$ cat config.mk
export PLATFORM = sky130hd
export DESIGN_NAME = nrs_ls_estimator_flat
export DESIGN_NICKNAME = d
export VERILOG_FILES = /design/src/rtl/nrs_ls_estimator_if.sv /design/src/rtl/nrs_ls_estimator.sv /design/src/flat_wrapper.sv
export SDC_FILE = /design/constraint.sdc
export NUM_CORES = 2
export LEC_CHECK = 0
export BUFFER_PORTS_ARGS = -buffer_cell sky130_fd_sc_hd__clkbuf_2
export CELL_PAD_IN_SITES_DETAIL_PLACEMENT = 1
export CELL_PAD_IN_SITES_GLOBAL_PLACEMENT = 1
export CORE_UTILIZATION = 25
export CTS_BUF_LIST = sky130_fd_sc_hd__clkbuf_4
export CTS_CLUSTER_DIAMETER = 40
export DETAILED_ROUTE_END_ITERATION = 7
export PLACE_DENSITY_LB_ADDON = 0.1
export REMOVE_ABC_BUFFERS = 1
export SLEW_MARGIN = 30
export SYNTH_ARGS = -nofsm -noshare
export SYNTH_HDL_FRONTEND = slang
export SYNTH_SLANG_ARGS = --single-unit
export TNS_END_PERCENT = 5
$ cat constraint.sdc
create_clock -name clk -period 4.9 [get_ports clk]
set_input_delay 0.98 -clock clk [delete_from_list [all_inputs] [get_ports clk]]
set_output_delay 0.98 -clock clk [all_outputs]
set_load 0.02 [all_outputs]
$ cat src/rtl/nrs_ls_estimator_if.sv
// Streaming port bundle of the NRS least-squares estimator: beat input,
// per-beat estimate output and the estimate-buffer read port.
interface nrs_ls_estimator_if #(
    parameter int unsigned WIDTH_R_I = 16,
    parameter int unsigned ADDR_W    = 3
);
    logic                        start;
    logic                        avg_mode;
    logic                        in_valid;
    logic                        in_ready;
    logic signed [WIDTH_R_I-1:0] rx_r;
    logic signed [WIDTH_R_I-1:0] rx_i;
    logic                        nrs_r;
    logic                        nrs_i;
    logic                        out_valid;
    logic signed [WIDTH_R_I:0]   out_r;
    logic signed [WIDTH_R_I:0]   out_i;
    logic        [ADDR_W-1:0]    rd_addr;
    logic signed [WIDTH_R_I:0]   est_r;
    logic signed [WIDTH_R_I:0]   est_i;
    logic                        full;

    modport slave (
        input  start, avg_mode, in_valid, rx_r, rx_i, nrs_r, nrs_i, rd_addr,
        output in_ready, out_valid, out_r, out_i, est_r, est_i, full
    );

    modport master (
        output start, avg_mode, in_valid, rx_r, rx_i, nrs_r, nrs_i, rd_addr,
        input  in_ready, out_valid, out_r, out_i, est_r, est_i, full
    );
endinterface

$ cat src/rtl/nrs_ls_estimator.sv
// Least-squares NRS channel estimator: multiplies each received RE by the
// conjugate of its QPSK pilot, streams the estimate out and stores it in a
// DEPTH-entry buffer, optionally averaging two passes over the buffer.
module nrs_ls_estimator #(
    parameter int unsigned        WIDTH_R_I        = 16,
    parameter int unsigned        PILOT_FLOAT_BITS = 11,
    parameter logic signed [11:0] PILOT_MAG        = 12'sb0101_1010_1000,
    parameter int unsigned        DEPTH            = 8,
    parameter int unsigned        ADDR_W           = $clog2(DEPTH)
) (
    input logic               clk,
    input logic               rst,
    nrs_ls_estimator_if.slave bus
);
    localparam int unsigned PilotW = 12;
    localparam int unsigned ProdW  = WIDTH_R_I + PilotW;
    localparam int unsigned LongW  = WIDTH_R_I + PILOT_FLOAT_BITS + 1;
    localparam int unsigned EstW   = WIDTH_R_I + 1;
    localparam int unsigned SumW   = WIDTH_R_I + 2;

    typedef enum logic [2:0] {StIdle, StFill, StAvg, StDrain, StDone} state_e;

    state_e                  r_state;
    logic                    r_avg;
    logic                    r_pass;
    logic                    r_full;
    logic [ADDR_W-1:0]       r_ptr;

    logic                    r_s1_valid;
    logic                    r_s1_pass;
    logic                    r_s1_last;
    logic [ADDR_W-1:0]       r_s1_addr;
    logic signed [ProdW-1:0] r_rr, r_ii, r_ir, r_ri;

    logic                    r_out_valid;
    logic signed [EstW-1:0]  r_out_r, r_out_i;
    logic signed [EstW-1:0]  r_mem_r [DEPTH];
    logic signed [EstW-1:0]  r_mem_i [DEPTH];

    logic signed [PilotW-1:0] w_p_r, w_p_i;
    logic                     w_in_ready, w_accept, w_last_ptr, w_run_last;
    logic signed [LongW-1:0]  w_real_long, w_imag_long;
    logic signed [EstW-1:0]   w_est_r, w_est_i;
    logic signed [SumW-1:0]   w_sum_r, w_sum_i;
    logic signed [EstW-1:0]   w_wr_r, w_wr_i;

    assign w_p_r      = bus.nrs_r ? -PILOT_MAG : PILOT_MAG;
    assign w_p_i      = bus.nrs_i ? -PILOT_MAG : PILOT_MAG;
    assign w_in_ready = ((r_state == StFill) || (r_state == StAvg)) && !bus.start;
    assign w_accept   = bus.in_valid && w_in_ready;
    assign w_last_ptr = (r_ptr == ADDR_W'(DEPTH - 1));
    // Final beat of the run: end of pass 1, or end of pass 0 when not averaging.
    assign w_run_last = w_last_ptr && ((r_state == StAvg) || !r_avg);

    // Conjugate products summed at full precision; floor via arithmetic shift.
    assign w_real_long = LongW'(r_rr) + LongW'(r_ii);
    assign w_imag_long = LongW'(r_ir) - LongW'(r_ri);
    assign w_est_r     = EstW'(w_real_long >>> PILOT_FLOAT_BITS);
    assign w_est_i     = EstW'(w_imag_long >>> PILOT_FLOAT_BITS);
    assign w_sum_r     = SumW'(r_mem_r[r_s1_addr]) + SumW'(w_est_r);
    assign w_sum_i     = SumW'(r_mem_i[r_s1_addr]) + SumW'(w_est_i);
    assign w_wr_r      = r_s1_pass ? EstW'(w_sum_r >>> 1) : w_est_r;
    assign w_wr_i      = r_s1_pass ? EstW'(w_sum_i >>> 1) : w_est_i;

    assign bus.in_ready  = w_in_ready;
    assign bus.out_valid = r_out_valid;
    assign bus.out_r     = r_out_r;
    assign bus.out_i     = r_out_i;
    assign bus.full      = r_full;
    assign bus.est_r     = r_mem_r[bus.rd_addr];
    assign bus.est_i     = r_mem_i[bus.rd_addr];

    // Run control: state, accept pointer, pass, latched mode and full flag.
    always_ff @(posedge clk or negedge rst) begin
        if (!rst) begin
            r_state <= StIdle;
            r_avg   <= 1'b0;
            r_pass  <= 1'b0;
            r_ptr   <= '0;
            r_full  <= 1'b0;
        end else if (bus.start) begin
            r_state <= StFill;
            r_avg   <= bus.avg_mode;
            r_pass  <= 1'b0;
            r_ptr   <= '0;
            r_full  <= 1'b0;
        end else begin
            r_full <= (r_state == StDone);
            if (w_accept) begin
                if (w_last_ptr) begin
                    r_ptr <= '0;
                    if ((r_state == StFill) && r_avg) begin
                        r_pass  <= 1'b1;
                        r_state <= StAvg;
                    end else begin
                        r_state <= StDrain;
                    end
                end else begin
                    r_ptr <= r_ptr + 1'b1;
                end
            end
            if ((r_state == StDrain) && r_s1_valid && r_s1_last) begin
                r_state <= StDone;
            end
        end
    end

    // Stage 1: register the four pilot products with the beat's buffer tag.
    always_ff @(posedge clk or negedge rst) begin
        if (!rst) begin
            r_s1_valid <= 1'b0;
            r_s1_pass  <= 1'b0;
            r_s1_last  <= 1'b0;
            r_s1_addr  <= '0;
            r_rr       <= '0;
            r_ii       <= '0;
            r_ir       <= '0;
            r_ri       <= '0;
        end else begin
            r_s1_valid <= w_accept;
            if (w_accept) begin
                r_s1_pass <= r_pass;
                r_s1_last <= w_run_last;
                r_s1_addr <= r_ptr;
                r_rr      <= ProdW'(bus.rx_r) * ProdW'(w_p_r);
                r_ii      <= ProdW'(bus.rx_i) * ProdW'(w_p_i);
                r_ir      <= ProdW'(bus.rx_i) * ProdW'(w_p_r);
                r_ri      <= ProdW'(bus.rx_r) * ProdW'(w_p_i);
            end
        end
    end

    // Stage 2: present the per-beat estimate and commit it to the buffer;
    // a start in the same cycle drops the beat.
    always_ff @(posedge clk or negedge rst) begin
        if (!rst) begin
            r_out_valid <= 1'b0;
            r_out_r     <= '0;
            r_out_i     <= '0;
            for (int unsigned k = 0; k < DEPTH; k++) begin
                r_mem_r[k] <= '0;
                r_mem_i[k] <= '0;
            end
        end else begin
            r_out_valid <= r_s1_valid && !bus.start;
            if (r_s1_valid && !bus.start) begin
                r_out_r              <= w_est_r;
                r_out_i              <= w_est_i;
                r_mem_r[r_s1_addr]   <= w_wr_r;
                r_mem_i[r_s1_addr]   <= w_wr_i;
            end
        end
    end
endmodule

$ cat src/flat_wrapper.sv
// flat-port wrapper written by rule: the top's interface ports become plain ports
module nrs_ls_estimator_flat 
#(
    parameter int unsigned        WIDTH_R_I        = 16,
    parameter int unsigned        PILOT_FLOAT_BITS = 11,
    parameter logic signed [11:0] PILOT_MAG        = 12'sb0101_1010_1000,
    parameter int unsigned        DEPTH            = 8,
    parameter int unsigned        ADDR_W           = $clog2(DEPTH)
)
  (clk, rst, bus_start, bus_avg_mode, bus_in_valid, bus_rx_r, bus_rx_i, bus_nrs_r, bus_nrs_i, bus_rd_addr, bus_in_ready, bus_out_valid, bus_out_r, bus_out_i, bus_est_r, bus_est_i, bus_full);
  nrs_ls_estimator_if #(.WIDTH_R_I(WIDTH_R_I), .ADDR_W(ADDR_W)) bus_i ();
  input logic clk;
  input logic rst;
  input wire logic [$bits(bus_i.start)-1:0] bus_start;
  input wire logic [$bits(bus_i.avg_mode)-1:0] bus_avg_mode;
  input wire logic [$bits(bus_i.in_valid)-1:0] bus_in_valid;
  input wire logic [$bits(bus_i.rx_r)-1:0] bus_rx_r;
  input wire logic [$bits(bus_i.rx_i)-1:0] bus_rx_i;
  input wire logic [$bits(bus_i.nrs_r)-1:0] bus_nrs_r;
  input wire logic [$bits(bus_i.nrs_i)-1:0] bus_nrs_i;
  input wire logic [$bits(bus_i.rd_addr)-1:0] bus_rd_addr;
  output wire logic [$bits(bus_i.in_ready)-1:0] bus_in_ready;
  output wire logic [$bits(bus_i.out_valid)-1:0] bus_out_valid;
  output wire logic [$bits(bus_i.out_r)-1:0] bus_out_r;
  output wire logic [$bits(bus_i.out_i)-1:0] bus_out_i;
  output wire logic [$bits(bus_i.est_r)-1:0] bus_est_r;
  output wire logic [$bits(bus_i.est_i)-1:0] bus_est_i;
  output wire logic [$bits(bus_i.full)-1:0] bus_full;
  assign bus_i.start = bus_start;
  assign bus_i.avg_mode = bus_avg_mode;
  assign bus_i.in_valid = bus_in_valid;
  assign bus_i.rx_r = bus_rx_r;
  assign bus_i.rx_i = bus_rx_i;
  assign bus_i.nrs_r = bus_nrs_r;
  assign bus_i.nrs_i = bus_nrs_i;
  assign bus_i.rd_addr = bus_rd_addr;
  assign bus_in_ready = bus_i.in_ready;
  assign bus_out_valid = bus_i.out_valid;
  assign bus_out_r = bus_i.out_r;
  assign bus_out_i = bus_i.out_i;
  assign bus_est_r = bus_i.est_r;
  assign bus_est_i = bus_i.est_i;
  assign bus_full = bus_i.full;
  nrs_ls_estimator #(.WIDTH_R_I(WIDTH_R_I), .PILOT_FLOAT_BITS(PILOT_FLOAT_BITS), .PILOT_MAG(PILOT_MAG), .DEPTH(DEPTH), .ADDR_W(ADDR_W)) u_core (.clk(clk), .rst(rst), .bus(bus_i));
endmodule
==> impl_metrics.py <==
metrics = {
    "die": {
        "die_h_um": 401,
        "core_um2": 158000,
        "rows": 146,
        "die-area_um2": 161000,
        "io_pins": 113,
        "initial_core_util_pct": 25.2,
        "fp.dieW_um": 401,
    },
    "grt": {
        "grt_usage_pct": 17.3,
        "grt_overflow": 0,
        "grt_max_degree": 153,
        "antenna_found_initial": 5,
        "grt_first_pass_wirelength_um": 213000,
        "grt_pass1_vias": 34256,
    },
    "worst_setup_path": {
        "critical_path_required_ns": 5.83,
        "critPathMaxStageDelay_ns": 0.53,
        "crit_chain": "buf_2 -> buf_12 -> clkinvlp_4 -> buf_4 -> buf_4 -> nand2_1 -> o21ai_0 -> ha_1 -> fa_1 -> fa_1 -> fa_1 -> fa_1 -> ha_2 -> buf_4 -> o21a_1 -> o21ai_1 -> nand2b_1 -> a41oi_2 -> o211ai_1 -> a2111o_1 -> a31oi_2 -> xnor2_1 -> o21ai_1",
        "crit_type": "input port to register",
        "critical_path.slowest_cell": "fa_1",
        "start_kind": "input port",
        "crit_fanout": 8,
        "cp_common_cell": "fa_1",
        "cp.arrival_ns": 6.02,
        "r2r_cells": 20,
        "crit_path_end_kind": "register",
    },
    "status": {
        "violations": "negative setup slack",
        "status": "complete, but fails checks",
    },
    "cts": {
        "cts_root_buf": "clkbuf_4",
        "htreeDepth": 4,
        "path_clk_slew_ns": 0.06,
        "cts_buffers": 140,
        "cts_sinks": 420,
        "cts_tree": "built",
        "cts_buffer_depth": 3,
        "clock_latency_ns": 1.08,
    },
    "place": {
        "gp_congestion": 0.777,
        "pre_cts_slack_ns": -1.56,
        "dp_hpwl_um": 108000,
        "io_buffers": 112,
    },
    "synthesis": {
        "syn_area_per_cell_um2": 9.93,
        "ys_async_sr_fraction_pct": 100,
        "synth_edf_count": 0,
        "yosys_warnings": 0,
        "synth-main-ff-cell": "dfrtp_1",
        "syn-cell-area_um2": 39800,
        "synthCells": 4014,
        "yosysSeqAreaShare_pct": 26.4,
        "ys_types": 86,
        "ys_seq_elements": 420,
    },
    "layout": {
        "nNetsFinal": 5374,
        "multi_input_area_um2": 27800,
        "drive_gt1_share_pct": 29.4,
        "nFillCells": 17996,
        "area_delta_synth_final_pct": 23.9,
        "seq_area_um2": 10500,
    },
    "routing": {
        "first_pass_iters": 8,
        "ant_nets": 0,
        "routedWlPerCell_um": 20.3,
        "wl_um": 137000,
        "first_iter_violations": 1097,
        "viasPerCell": 4.57,
        "vias": 30912,
        "drc": 0,
    },
    "sta": {
        "period_minus_slack_ns": 5.08,
        "finalSetupViolCount": 16,
        "setup_slack_ns": -0.184,
        "slew_viol_final": 0,
        "hold_viol": 0,
        "worstMarginPinSlew_ns": 0.998,
        "skew_ns": 0.0690,
        "fin_crit_sh_pct": 104,
        "fmax_mhz": 197,
        "relSlewSlack_pct": 33.0,
        "rsz0062_at_grt": "true",
    },
    "min_path": {
        "hold_depth": 2,
        "holdCritPathClass": "input port to register",
    },
    "flow_run": {
        "maxCapViolCount": 0,
    },
}
[area by class of cell]
cell class | instances | share of cell area (%)
flip-flops and latches | 420 | 21.3
diodes | 8 | 0.0406
repair buffers | 701 | 10.9
clock inverters | 42 | 0.548
clock buffers | 194 | 2.95
inverters | 349 | 2.66
well taps | 2072 | 5.25
multi-input cells | 2979 | 56.3
[cell families (layout without fill, tap and decap cells)]
kind of cell / after synthesis / in the layout / synth area share [%]
other: 2 / 16 / 0.0189
buffers and inverters: 621 / 1286 / 5.88
multiplexers: 296 / 296 / 12.2
AO/OA/AOI/OAI: 748 / 748 / 11.4
adder cells (fa/ha/maj): 741 / 741 / 29.3
AND/OR/NAND/NOR: 1039 / 1039 / 11.6
XOR/XNOR: 147 / 147 / 3.25
flip-flops: 420 / 420 / 26.4
[cell usage in the layout (no fill, tap or decap), drive strengths merged, types with 6 or more instances in the layout]
cell type  synthesis  routed
buf               29     593
nand2            549     549
ha               421     421
dfrtp            420     420
o21ai            356     356
inv              348     353
fa               320     320
clkbuf           243     301
nor2             177     177
mux4             136     136
mux2             129     129
a21oi            129     129
xnor2             93      93
a21o              57      57
nor3              56      56
xor2              54      54
and2              46      46
nor2b             44      44
o31ai             43      43
nand3             35      35
or2               34      34
clkinv             1      31
mux2i             31      31
o21a              27      27
a31oi             25      25
nand2b            22      22
and3              19      19
o21bai            18      18
or3               16      16
o211ai            11      11
nand3b            11      11
a211oi            11      11
nand4             10      10
a31o               9       9
diode              0       8
conb               2       8
a21boi             8       8
nor4               7       7
a311oi             6       6
a2111oi            6       6
[cells in the mapped netlist (8+ instances only)]
cell type    n  share of area [%]
a211oi_1    11               0.21
nand3_1     35               0.44
o21ai_0    150                1.9
and2_1      46               0.72
dfrtp_1    420                 26
o211ai_1    11               0.21
inv_1      345                3.3
nand3b_1    11               0.21
nor2_1     176                1.7
o21a_1      27               0.51
nand4_1     10               0.16
o21bai_1    18               0.34
nor3_1      54               0.68
xor2_1      54                1.2
or2_2       32               0.50
mux4_2     136                7.7
mux2i_1     27               0.68
clkbuf_1   243                2.3
or3_1       16               0.25
nor2b_1     44               0.69
xnor2_1     92                2.0
fa_1       320                 16
a21boi_1     8               0.15
and3_1      19               0.30
a21o_1      57                1.1
o31ai_1     42               0.79
o21ai_1    206                2.6
buf_1       25               0.24
a31oi_1     24               0.38
mux2_2     129                3.6
a21oi_1    129                1.6
nand2b_1    22               0.35
nand2_1    549                5.2
ha_1       421                 13
[routing by layer]
layer / vias up / global-route usage (%) / wire [µm]
li1: 14937 / - / -
met3: 130 / 2.03 / 2910
met5: - / 0 / 0
met1: 15547 / 23.5 / 65600
met4: 0 / 3.83 / 2090
met2: 298 / 29.2 / 66400
[registers in the layout, indices dropped and copies added, names as in the netlist, 3 cells and up]
name	flops
u_core.bus.out_i	17
u_core.bus.out_r	17
u_core.r_ii	24
u_core.r_ir	25
u_core.r_mem_i	136
u_core.r_mem_r	136
u_core.r_ptr	3
u_core.r_ri	25
u_core.r_rr	24
u_core.r_s1_addr	3
u_core.r_state	3
[worst max-delay path: cells and delay by family]
kind	cells	cell delay, ns
fa+ha+maj	6	2.40
compound gates	8	1.48
buf+inv	6	0.80
simple gates	2	0.19
xor+xnor	1	0.15
[repair_timing]
| action | 4_1_cts | 5_1_grt |
|---|---|---|
| buffers inserted | 9 | 5 |
| pin swaps | 45 | 54 |
| endpoints found under the hold margin | 53 | 0 |
| hold buffers | 1 | 0 |
| gates cloned | 1 | 1 |
| resized for setup | 68 | 97 |
| endpoints found under the setup margin | 29 | 137 |
[through the flow]
step                      cells  hold slack, ns  setup TNS [ns]  cell area [µm²]  util [%]
after floorplan            3748           0.443         -266.19            38800         -
after global placement     6503           0.459          -69.05            46600      29.4
after detailed placement   6503           0.467          -70.73            46600      29.4
after CTS                  6750          0.0757          -0.512            48700      30.8
after global routing       6765          0.0530           -3.20            49400      31.2
final                      6765           0.201          -0.877            49400      31.2
[final timing paths]
path                                                  start                                to  slack [ns]
max                                               bus_nrs_r       u_core.r_ir[27]$_DFFE_PN0P_       -0.18
min                                            bus_avg_mode          u_core.r_avg$_DFFE_PN0P_        0.20
max reg2reg                      u_core.r_ii[4]$_DFFE_PN0P_    u_core.r_mem_r[66]$_DFFE_PN0P_        0.25
min reg2reg                u_core.bus.out_r[10]$_DFFE_PN0P_  u_core.bus.out_r[10]$_DFFE_PN0P_        0.48
max in group asynchronous                               rst    u_core.r_mem_i[23]$_DFFE_PN0P_        3.29
min in group asynchronous                               rst    u_core.r_mem_r[55]$_DFFE_PN0P_        0.38
Power is not shown: default switching activity piles up to over one toggle a cycle in this logic, so the estimate is an artifact.
